--- src/rtl/riscv_muldiv_unit.sv ---
`default_nettype none
// ============================================================================
// Module   : riscv_muldiv_unit
// Purpose  : Iterative RISC-V M-extension multiply/divide unit. It runs one
//            radix-2 step per cycle: shift-add for the MUL class and
//            restoring shift-subtract for the DIV class. Latency is WIDTH+2
//            edges from the accept edge to the DONE edge.
// Ports    : clk     - system clock (rising edge)
//            reset   - asynchronous, active-high reset
//            start   - request strobe, sampled only while busy=0
//            funct3  - 000 MUL 001 MULH 010 MULHSU 011 MULHU
//                      100 DIV 101 DIVU 110 REM 111 REMU
//            a, b    - operands rs1 / rs2
//            busy    - operation in progress
//            done    - one-cycle strobe, result/zero are new
//            result  - registered result, held until the next done
//            zero    - registered (result == 0)
// Config   : MULDIV_EARLY_OUT_EN - when defined, division by zero and signed
//            overflow skip CALC and complete with latency 2.
// Revision : 1.0 - initial release
// ============================================================================
module riscv_muldiv_unit #(
  parameter int WIDTH = 32
) (
  input  logic             clk,
  input  logic             reset,
  input  logic             start,
  input  logic [2:0]       funct3,
  input  logic [WIDTH-1:0] a,
  input  logic [WIDTH-1:0] b,
  output logic             busy,
  output logic             done,
  output logic [WIDTH-1:0] result,
  output logic             zero
);

  localparam int CW = $clog2(WIDTH);

  typedef enum logic [1:0] {IDLE, PREP, CALC, FIX} state_t;

  state_t             state, state_next;
  logic [2:0]         op_q;
  logic [WIDTH-1:0]   a_q, b_q;
  logic [WIDTH-1:0]   opnd_q;   // multiplicand (MUL class) or divisor (DIV class)
  logic [2*WIDTH-1:0] acc_q;
  logic               neg_q;    // final negation of the selected result
  logic [CW-1:0]      count_q;

  // Operand classification on the latched request
  logic             is_div, a_signed, b_signed, a_neg, b_neg;
  logic [WIDTH-1:0] a_mag, b_mag;
  logic             div_by_zero, overflow, special;

  always_comb begin
    is_div      = op_q[2];
    a_signed    = is_div ? ~op_q[0] : ((op_q == 3'b001) || (op_q == 3'b010));
    b_signed    = is_div ? ~op_q[0] : (op_q == 3'b001);
    a_neg       = a_signed & a_q[WIDTH-1];
    b_neg       = b_signed & b_q[WIDTH-1];
    a_mag       = a_neg ? -a_q : a_q;
    b_mag       = b_neg ? -b_q : b_q;
    div_by_zero = is_div && (b_q == '0);
    overflow    = is_div && !op_q[0] && (a_q == {1'b1, {(WIDTH-1){1'b0}}})
                  && (b_q == '1);
    special     = div_by_zero | overflow;
  end

  // One iteration step of each algorithm
  logic [WIDTH:0]     mul_sum, div_rem_sh, div_diff;
  logic [2*WIDTH-1:0] mul_step, div_step;

  always_comb begin
    // Shift-add: multiplier sits in the low half and is consumed LSB first;
    // the carry out of the partial-product add shifts into the high half.
    mul_sum    = {1'b0, acc_q[2*WIDTH-1:WIDTH]}
                 + (acc_q[0] ? {1'b0, opnd_q} : {(WIDTH+1){1'b0}});
    mul_step   = {mul_sum, acc_q[WIDTH-1:1]};
    // Restoring division: the partial remainder needs one extra bit after
    // the shift, and the quotient bit enters the low half from the right.
    div_rem_sh = {acc_q[2*WIDTH-1:WIDTH], acc_q[WIDTH-1]};
    div_diff   = div_rem_sh - {1'b0, opnd_q};
    div_step   = div_diff[WIDTH]
                 ? {div_rem_sh[WIDTH-1:0], acc_q[WIDTH-2:0], 1'b0}
                 : {div_diff[WIDTH-1:0],   acc_q[WIDTH-2:0], 1'b1};
  end

  // Final sign correction and result selection
  logic [2*WIDTH-1:0] prod;
  logic [WIDTH-1:0]   div_val, div_res, fix_result;

  always_comb begin
    prod    = neg_q ? -acc_q : acc_q;
    div_val = op_q[1] ? acc_q[2*WIDTH-1:WIDTH] : acc_q[WIDTH-1:0];
    div_res = neg_q ? -div_val : div_val;
    if (div_by_zero)
      fix_result = op_q[1] ? a_q : '1;
    else if (overflow)
      fix_result = op_q[1] ? '0 : a_q;
    else if (is_div)
      fix_result = div_res;
    else if (op_q[1:0] == 2'b00)
      fix_result = prod[WIDTH-1:0];
    else
      fix_result = prod[2*WIDTH-1:WIDTH];
  end

  // State register
  always_ff @(posedge clk or posedge reset) begin
    if (reset) state <= IDLE;
    else       state <= state_next;
  end

  // Next-state logic
  always_comb begin
    state_next = state;
    case (state)
      IDLE: if (start) state_next = PREP;
      PREP: begin
`ifdef MULDIV_EARLY_OUT_EN
        state_next = special ? FIX : CALC;
`else
        state_next = CALC;
`endif
      end
      CALC: if (count_q == '0) state_next = FIX;
      FIX:  state_next = IDLE;
      default: state_next = IDLE;
    endcase
  end

  assign busy = (state != IDLE);

  // Datapath and output registers
  always_ff @(posedge clk or posedge reset) begin
    if (reset) begin
      op_q    <= '0;
      a_q     <= '0;
      b_q     <= '0;
      opnd_q  <= '0;
      acc_q   <= '0;
      neg_q   <= 1'b0;
      count_q <= '0;
      result  <= '0;
      zero    <= 1'b1;
      done    <= 1'b0;
    end else begin
      done <= 1'b0;
      case (state)
        IDLE: begin
          if (start) begin
            a_q  <= a;
            b_q  <= b;
            op_q <= funct3;
          end
        end
        PREP: begin
          opnd_q  <= is_div ? b_mag : a_mag;
          acc_q   <= {{WIDTH{1'b0}}, (is_div ? a_mag : b_mag)};
          // Remainder sign follows the dividend; everything else is a ^ b.
          neg_q   <= (is_div && op_q[1]) ? a_neg : (a_neg ^ b_neg);
          count_q <= CW'(WIDTH-1);
        end
        CALC: begin
          acc_q <= is_div ? div_step : mul_step;
          if (count_q != '0) count_q <= count_q - 1'b1;
        end
        FIX: begin
          result <= fix_result;
          zero   <= (fix_result == '0);
          done   <= 1'b1;
        end
        default: ;
      endcase
    end
  end

  // Only the early-out build consumes this flag outside FIX.
  logic unused_special;
  assign unused_special = special;

endmodule
`default_nettype wire
--- config.mk ---
export PLATFORM = sky130hd
export DESIGN_NAME = riscv_muldiv_unit
export DESIGN_NICKNAME = d
export VERILOG_FILES = /design/src/rtl/riscv_muldiv_unit.sv
export SDC_FILE = /design/constraint.sdc
export NUM_CORES = 1
export LEC_CHECK = 0
export ABC_AREA = 0
export CAP_MARGIN = 20
export CELL_PAD_IN_SITES_DETAIL_PLACEMENT = 0
export CELL_PAD_IN_SITES_GLOBAL_PLACEMENT = 2
export CORE_AREA = 2 2 219 221
export CTS_BUF_LIST = sky130_fd_sc_hd__clkbuf_8 sky130_fd_sc_hd__clkbuf_16
export CTS_CLUSTER_DIAMETER = 120
export DETAILED_ROUTE_END_ITERATION = 10
export DIE_AREA = 0 0 221 223
export PLACE_DENSITY = 0.95
export SYNTH_ARGS = -nofsm -noshare
export SYNTH_HDL_FRONTEND = slang
export SYNTH_SLANG_ARGS = --single-unit
--- constraint.sdc ---
create_clock -name clk -period 14.4 [get_ports clk]
set_input_delay 2.16 -clock clk [delete_from_list [all_inputs] [get_ports clk]]
set_output_delay 2.16 -clock clk [all_outputs]
set_load 0.005 [all_outputs]
==> flow_summary_export.csv, run 1 <==
group,metric,value,unit
run_status,status,"finished clean",
yosys,syn-cell-area,18630,µm²
grt,grt_max_degree,74,
floorplanning,core,47150,µm²
hold_path,hp-start,"count_q[0]$_DFFE_PP0P_",
yosys,yosys.area.top_type,"dfrtp_1",
detailed_routing,viasPerCell,6.327,
yosys,netlist_top_cells_area,"dfrtp_1 (27%), mux2i_1 (5.9%), mux2_2 (5.7%)",
grt,grt-ovfl-total,0,
critical_path,cp_top_family,"compound AO/OA/AOI/OAI gates",
yosys,dominantRegCellSynth,"dfrtp_1",
clock_network,clk_path_buf_depth,3,
timing,final-max-slew-violation-count,0,
detailed_routing,drtIter0Drc,1686,
floorplanning,die_area,49280,µm²
critical_path,slowest_delay,1.05,ns
critical_path,worstRegToRegCells,10,
critical_path,worstPathArrival,5.61,ns
final_layout,stdcell_count,2829,
timing,rsz0062_at_grt,"false",
placed_design,port_buffers,104,
yosys,yosysTopAreaCellShare,0.2740,
critical_path,critPathBufInv,1,
yosys,syn_area_per_cell,8.521,µm²
critical_path,crit_path_start_kind,"flop",
detailed_routing,drc,0,
critical_path,worstPathCellList,"inv_1, a221oi_1, a211oi_1, a21boi_0, xor2_1, o221a_2, a211oi_1, nand4_1, or4_1, o22ai_2",
final_layout,layout_common_cells,"nor2_1 (246), dfrtp_1 (201), nand2_1 (154), o21ai_0 (116), a21oi_1 (111)",
run,cap_violations,0,
critical_path,crit_path_end_kind,"flop",
placed_design,hpwl,58400,µm
clock_network,cts_root_buffer,"clkbuf_16",
clock_network,clk_pin_slew,0.07,ns
hold_path,worstHoldPathCells,1,
yosys,synth_cell_types,87,
hold_path,worstHoldEndpoint,"count_q[0]$_DFFE_PP0P_",
placed_design,place_congestion,1.031,
clock_network,cts_hold_buf,0,
timing,fin_skew,0.03353,ns
grt,track_usage,0.3036,
detailed_routing,firstDrtPassIters,5,
detailed_routing,routed_wl,76260,µm
yosys,ys_ff_latch,205,
timing,worst_pin_slew,1.133,ns
placed_design,place_inst,2782,
clock_network,cts_buffers,25,
floorplanning,die_w,221,µm
floorplanning,ios,105,
clock_network,worstSkewPairLatency,0.56,ns
critical_path,rrSetupSlack,9.25,ns
grt,grt_pass1_wl,114200,µm
floorplanning,row_count,80,
timing,period_minus_slack,5.150,ns
grt,grt_pass1_vias,17580,
critical_path,critical_path_class,"reg2reg",
timing,maxSlewHeadroom,0.2400,
yosys,synth_edf_count,0,
critical_path,cp_common_cell,"a211oi_1",
timing,finalHoldViolCount,0,
clock_network,cts_resized,0,
yosys,synth_cells,2186,
timing,fin_setup_tns,0,ns
detailed_routing,num_vias,17900,
hold_path,min_path_type,"reg2reg",
clock_network,postCtsSetupBuffers,0,
final_layout,fin_nets,2343,
timing,clock.fmax,194.2,MHz
grt,antenna_found_initial,1,
clock_network,clkSinkCount,205,
critical_path,cp_slowest_cell,"a211oi_1",
critical_path,cp_max_fo,54,
clock_network,cts_htree_levels,1,
final_layout,finalInstanceArea,20950,µm²
floorplanning,die_h,223,µm
detailed_routing,wl_per_cell,26.96,µm
clock_network,cts_tree,"yes",
critical_path,cp_data_required_time,14.86,ns
critical_path,reg2reg_from,"op_q[1]$_DFFE_PP0P_",
final_layout,final_common_cell,"nor2_1",
floorplanning,start_util,0.3951,
final_layout,drive_gt1_frac,0.1152,
timing,fin_hold_ws,0.4702,ns
yosys,yosys_warnings,0,
final_layout,syn_to_final_growth,12.48,%
timing,period_share,0.3577,
yosys,async_reset_ff_frac,1.000,
yosys,syn_nets,2334,
placed_design,placed_cell_area,20100,µm²
critical_path,r2r-end,"zero$_DFFE_PP1P_",
timing,setup_viol_count_final,0,
detailed_routing,ant_nets,0,
yosys,ys_seq_area_frac,0.2755,
logic make-up after synthesis:
kind of cell | count (synthesis) | synth area share
fa+ha+maj | 78 | 0.05320
compound gates | 536 | 0.1961
mux | 237 | 0.1559
simple gates | 712 | 0.1865
buf+inv | 244 | 0.05111
xor+xnor | 174 | 0.08181
flops | 205 | 0.2755
sequential cells by signal (all words and copies together) (netlist names):
register and flops:
count_q 5, b_q 32, state 2, result 32
a_q 32, neg_q 1, done 1, acc_q 64
op_q 3, opnd_q 32, zero 1
per-layer routing:
metal  share of wire  vias up  wire, µm  GRT usage
li1                -     8046         -          -
met1            0.42     8830     31870     0.4055
met2            0.44      834     33440     0.4695
met3           0.083      189      6320    0.05347
met4           0.061        0      4632     0.1613
met5               0        -         0          0
how the worst max path moves through the flow:
stage | startpoint | end | cells after the start
4_1_cts | acc_q[0]$_DFFE_PP0P_ | acc_q[63]$_DFFE_PP0P_ | 13
3_5_place_dp | acc_q[0]$_DFFE_PP0P_ | acc_q[63]$_DFFE_PP0P_ | 13
5_1_grt | op_q[1]$_DFFE_PP0P_ | zero$_DFFE_PP1P_ | 10
6_report | op_q[1]$_DFFE_PP0P_ | zero$_DFFE_PP1P_ | 10
3_3_place_gp | acc_q[0]$_DFFE_PP0P_ | acc_q[63]$_DFFE_PP0P_ | 13
2_1_floorplan | reset | a_q[0]$_DFFE_PP0P_ | 1
area by class of cell:
cell class	count	area, µm²
Clock inverter	15	131.4
Sequential cell	205	5140
Timing Repair Buffer	135	1294
Clock buffer	30	694.4
Antenna cell	1	2.502
Multi-Input combinational cell	1737	12570
Inverter	91	349.1
Tap cell	615	769.5
Fill cell	4644	26190
cell usage after synthesis, types with 11 or more instances:
| cell type | count |
|---|---|
| o21bai_1 | 12 |
| nor2_1 | 247 |
| xor2_1 | 74 |
| inv_1 | 89 |
| or2_2 | 18 |
| o41ai_1 | 19 |
| xnor2_1 | 100 |
| a31oi_1 | 21 |
| buf_1 | 21 |
| nor3_1 | 59 |
| o211ai_1 | 14 |
| ha_1 | 76 |
| mux4_2 | 33 |
| a21o_1 | 41 |
| mux2i_1 | 109 |
| nand3_1 | 40 |
| clkbuf_1 | 118 |
| and3_1 | 16 |
| nand4_1 | 31 |
| a21oi_1 | 111 |
| o221ai_1 | 29 |
| or4_1 | 22 |
| o31ai_1 | 29 |
| and2_1 | 11 |
| a211oi_1 | 20 |
| dfrtp_1 | 204 |
| nand2b_1 | 19 |
| o21a_1 | 14 |
| o21ai_0 | 116 |
| nand2_1 | 155 |
| mux2_2 | 95 |
| or3_1 | 26 |
| nor4_1 | 26 |
metrics by stage:
stage | utilization | setup slack, ns
after floorplan | - | 6.646
after global placement | 0.4263 | 9.426
after detailed placement | 0.4263 | 9.405
after CTS | 0.4438 | 9.356
after global routing | 0.4444 | 9.044
final | 0.4444 | 9.250
Power of run 1 is not shown: default switching activity piles up to over one toggle a cycle in this logic, so the estimate is an artifact.
==> run 2, diff against run 1 <==
--- a/config.mk
+++ b/config.mk
@@ -9,12 +9,12 @@
 export CAP_MARGIN = 20
 export CELL_PAD_IN_SITES_DETAIL_PLACEMENT = 0
 export CELL_PAD_IN_SITES_GLOBAL_PLACEMENT = 2
-export CORE_AREA = 2 2 219 221
+export CORE_AREA = 2 2 225 227
 export CTS_BUF_LIST = sky130_fd_sc_hd__clkbuf_8 sky130_fd_sc_hd__clkbuf_16
 export CTS_CLUSTER_DIAMETER = 120
 export DETAILED_ROUTE_END_ITERATION = 10
-export DIE_AREA = 0 0 221 223
-export PLACE_DENSITY = 0.95
+export DIE_AREA = 0 0 227 229
+export PLACE_DENSITY = 0.93
 export SYNTH_ARGS = -nofsm -noshare
 export SYNTH_HDL_FRONTEND = slang
 export SYNTH_SLANG_ARGS = --single-unit
==> constraint.sdc (replaced) <==
create_clock -name clk -period 5.3 [get_ports clk]
set_input_delay 0.795 -clock clk [delete_from_list [all_inputs] [get_ports clk]]
set_output_delay 0.795 -clock clk [all_outputs]
set_load 0.005 [all_outputs]
==> flow_summary_export.csv, run 2 (same netlist as run 1, synthesis figures left out) <==
group,metric,value,unit
run_status,status,"finished clean",
timing,period_minus_slack,4.590,ns
grt,grt_pass1_vias,18180,
timing,setup_viol_count_final,0,
hold_path,min_path_type,"reg2reg",
floorplanning,ios,105,
placed_design,hpwl,61940,µm
floorplanning,start_util,0.3751,
timing,rsz0062_at_grt,"false",
critical_path,crit_path_end_kind,"flop",
detailed_routing,firstDrtPassIters,6,
timing,setup_slack,0.7104,ns
clock_network,cts_resized,0,
detailed_routing,ant_nets,0,
detailed_routing,routed_wl,80320,µm
grt,antenna_found_initial,4,
final_layout,largest_reg_flops,64,
critical_path,worstPathArrival,5.10,ns
floorplanning,row_count,82,
critical_path,cp_data_required_time,5.81,ns
clock_network,cts_htree_levels,1,
critical_path,cp_max_fo,43,
run,cap_violations,0,
floorplanning,die_h,229,µm
timing,final-max-slew-violation-count,0,
placed_design,place_inst,2896,
clock_network,clk_pin_slew,0.06,ns
timing,period_share,0.8660,
critical_path,critical_path_class,"reg2reg",
grt,track_usage,0.3085,
final_layout,syn_to_final_growth,16.08,%
timing,fin_hold_ws,0.4863,ns
clock_network,clkSinkCount,205,
detailed_routing,drc,0,
timing,finalHoldViolCount,0,
final_layout,top_register,"acc_q",
timing,worst_pin_slew,1.037,ns
final_layout,num-fill-cells,4885,
detailed_routing,wl_per_cell,27.25,µm
final_layout,fin_nets,2402,
clock_network,clk_path_buf_depth,3,
floorplanning,die_w,227,µm
placed_design,pre_cts_ws,0.8684,ns
detailed_routing,drtIter0Drc,2119,
clock_network,postCtsSetupBuffers,0,
grt,grt_max_degree,121,
timing,fin_skew,0.01527,ns
timing,clock.fmax,217.9,MHz
final_layout,drive_gt1_frac,0.1398,
placed_design,place_congestion,1.077,
grt,grt_pass1_wl,119400,µm
detailed_routing,viasPerCell,6.219,
clock_network,cts_tree,"yes",
detailed_routing,num_vias,18330,
floorplanning,die_area,51980,µm²
placed_design,port_buffers,104,
clock_network,cts_root_buffer,"clkbuf_16",
grt,grt-ovfl-total,0,
final_layout,stdcell_count,2948,
timing,fin_setup_tns,0,ns
critical_path,crit_path_start_kind,"flop",
final_layout,final_common_cell,"nor2_1",
timing,maxSlewHeadroom,0.3087,
floorplanning,core,49660,µm²
clock_network,worstSkewPairLatency,0.58,ns
clock_network,cts_hold_buf,0,
clock_network,cts_buffers,27,
final_layout,layout_common_cells,"nor2_1 (246), dfrtp_1 (201), nand2_1 (154), o21ai_0 (116), a21oi_1 (111)",
==> run 2: changes by cell type in the layout (fill, tap and decap cells not counted), moves of 2 or more <==
cell,change
clkinvlp_4,+4
clkbuf_16,+2
bufinv_16,+4
clkbuf_8,-5
buf_4,+56
inv_6,+5
clkinv_2,-4
inv_1,-2
==> run 2: cell type report <==
cell class / count / area, µm² / share of cell area
clock inverters: 22 / 310.3 / 0.01435
inverters: 91 / 345.3 / 0.01597
well taps: 672 / 840.8 / 0.03888
repair buffers: 192 / 1734 / 0.08020
multi-input cells: 1737 / 12570 / 0.5814
flip-flops and latches: 205 / 5140 / 0.2377
clock buffers: 27 / 675.6 / 0.03125
diodes: 2 / 5.005 / 0.0002315
==> run 2: worst max-delay path, stage by stage (launching register included) <==
cell,delay (ns)
dfrtp_4,0.83
buf_4,0.53
a21oi_1,0.33
or4b_2,0.81
o31ai_1,0.33
mux2i_1,0.23
o41ai_1,0.13
a211oi_1,0.36
nand4_1,0.19
or4_1,0.58
o22ai_2,0.14
==> run 2: routing by layer <==
| metal | global-route usage | up-vias | routed length (µm) |
|---|---|---|---|
| li1 | - | 8172 | - |
| met1 | 0.4123 | 8954 | 33130 |
| met2 | 0.4648 | 953 | 34860 |
| met3 | 0.05670 | 251 | 6707 |
| met4 | 0.1804 | 4 | 5597 |
| met5 | 0 | - | 25 |
==> run 2: metrics by stage <==
stage	cell area, µm²	utilization
2_1_floorplan	18630	-
3_3_place_gp	20600	0.4149
3_5_place_dp	20600	0.4149
4_1_cts	21590	0.4348
5_1_grt	21620	0.4353
6_report	21620	0.4354
==> run 2: final timing paths <==
path / from / endpoint / slack, ns / depth (start not counted)
min in group asynchronous: reset / b_q[1]$_DFFE_PP0P_ / 0.71 / 3
setup / recovery: op_q[1]$_DFFE_PP0P_ / zero$_DFFE_PP1P_ / 0.71 / 10
hold / removal: count_q[0]$_DFFE_PP0P_ / count_q[0]$_DFFE_PP0P_ / 0.49 / 1
hold reg to reg: count_q[0]$_DFFE_PP0P_ / count_q[0]$_DFFE_PP0P_ / 0.49 / 1
setup reg to reg: op_q[1]$_DFFE_PP0P_ / zero$_DFFE_PP1P_ / 0.71 / 10
max in group asynchronous: reset / acc_q[63]$_DFFE_PP0P_ / 3.48 / 4
Power of run 2 is left out for the same reason.
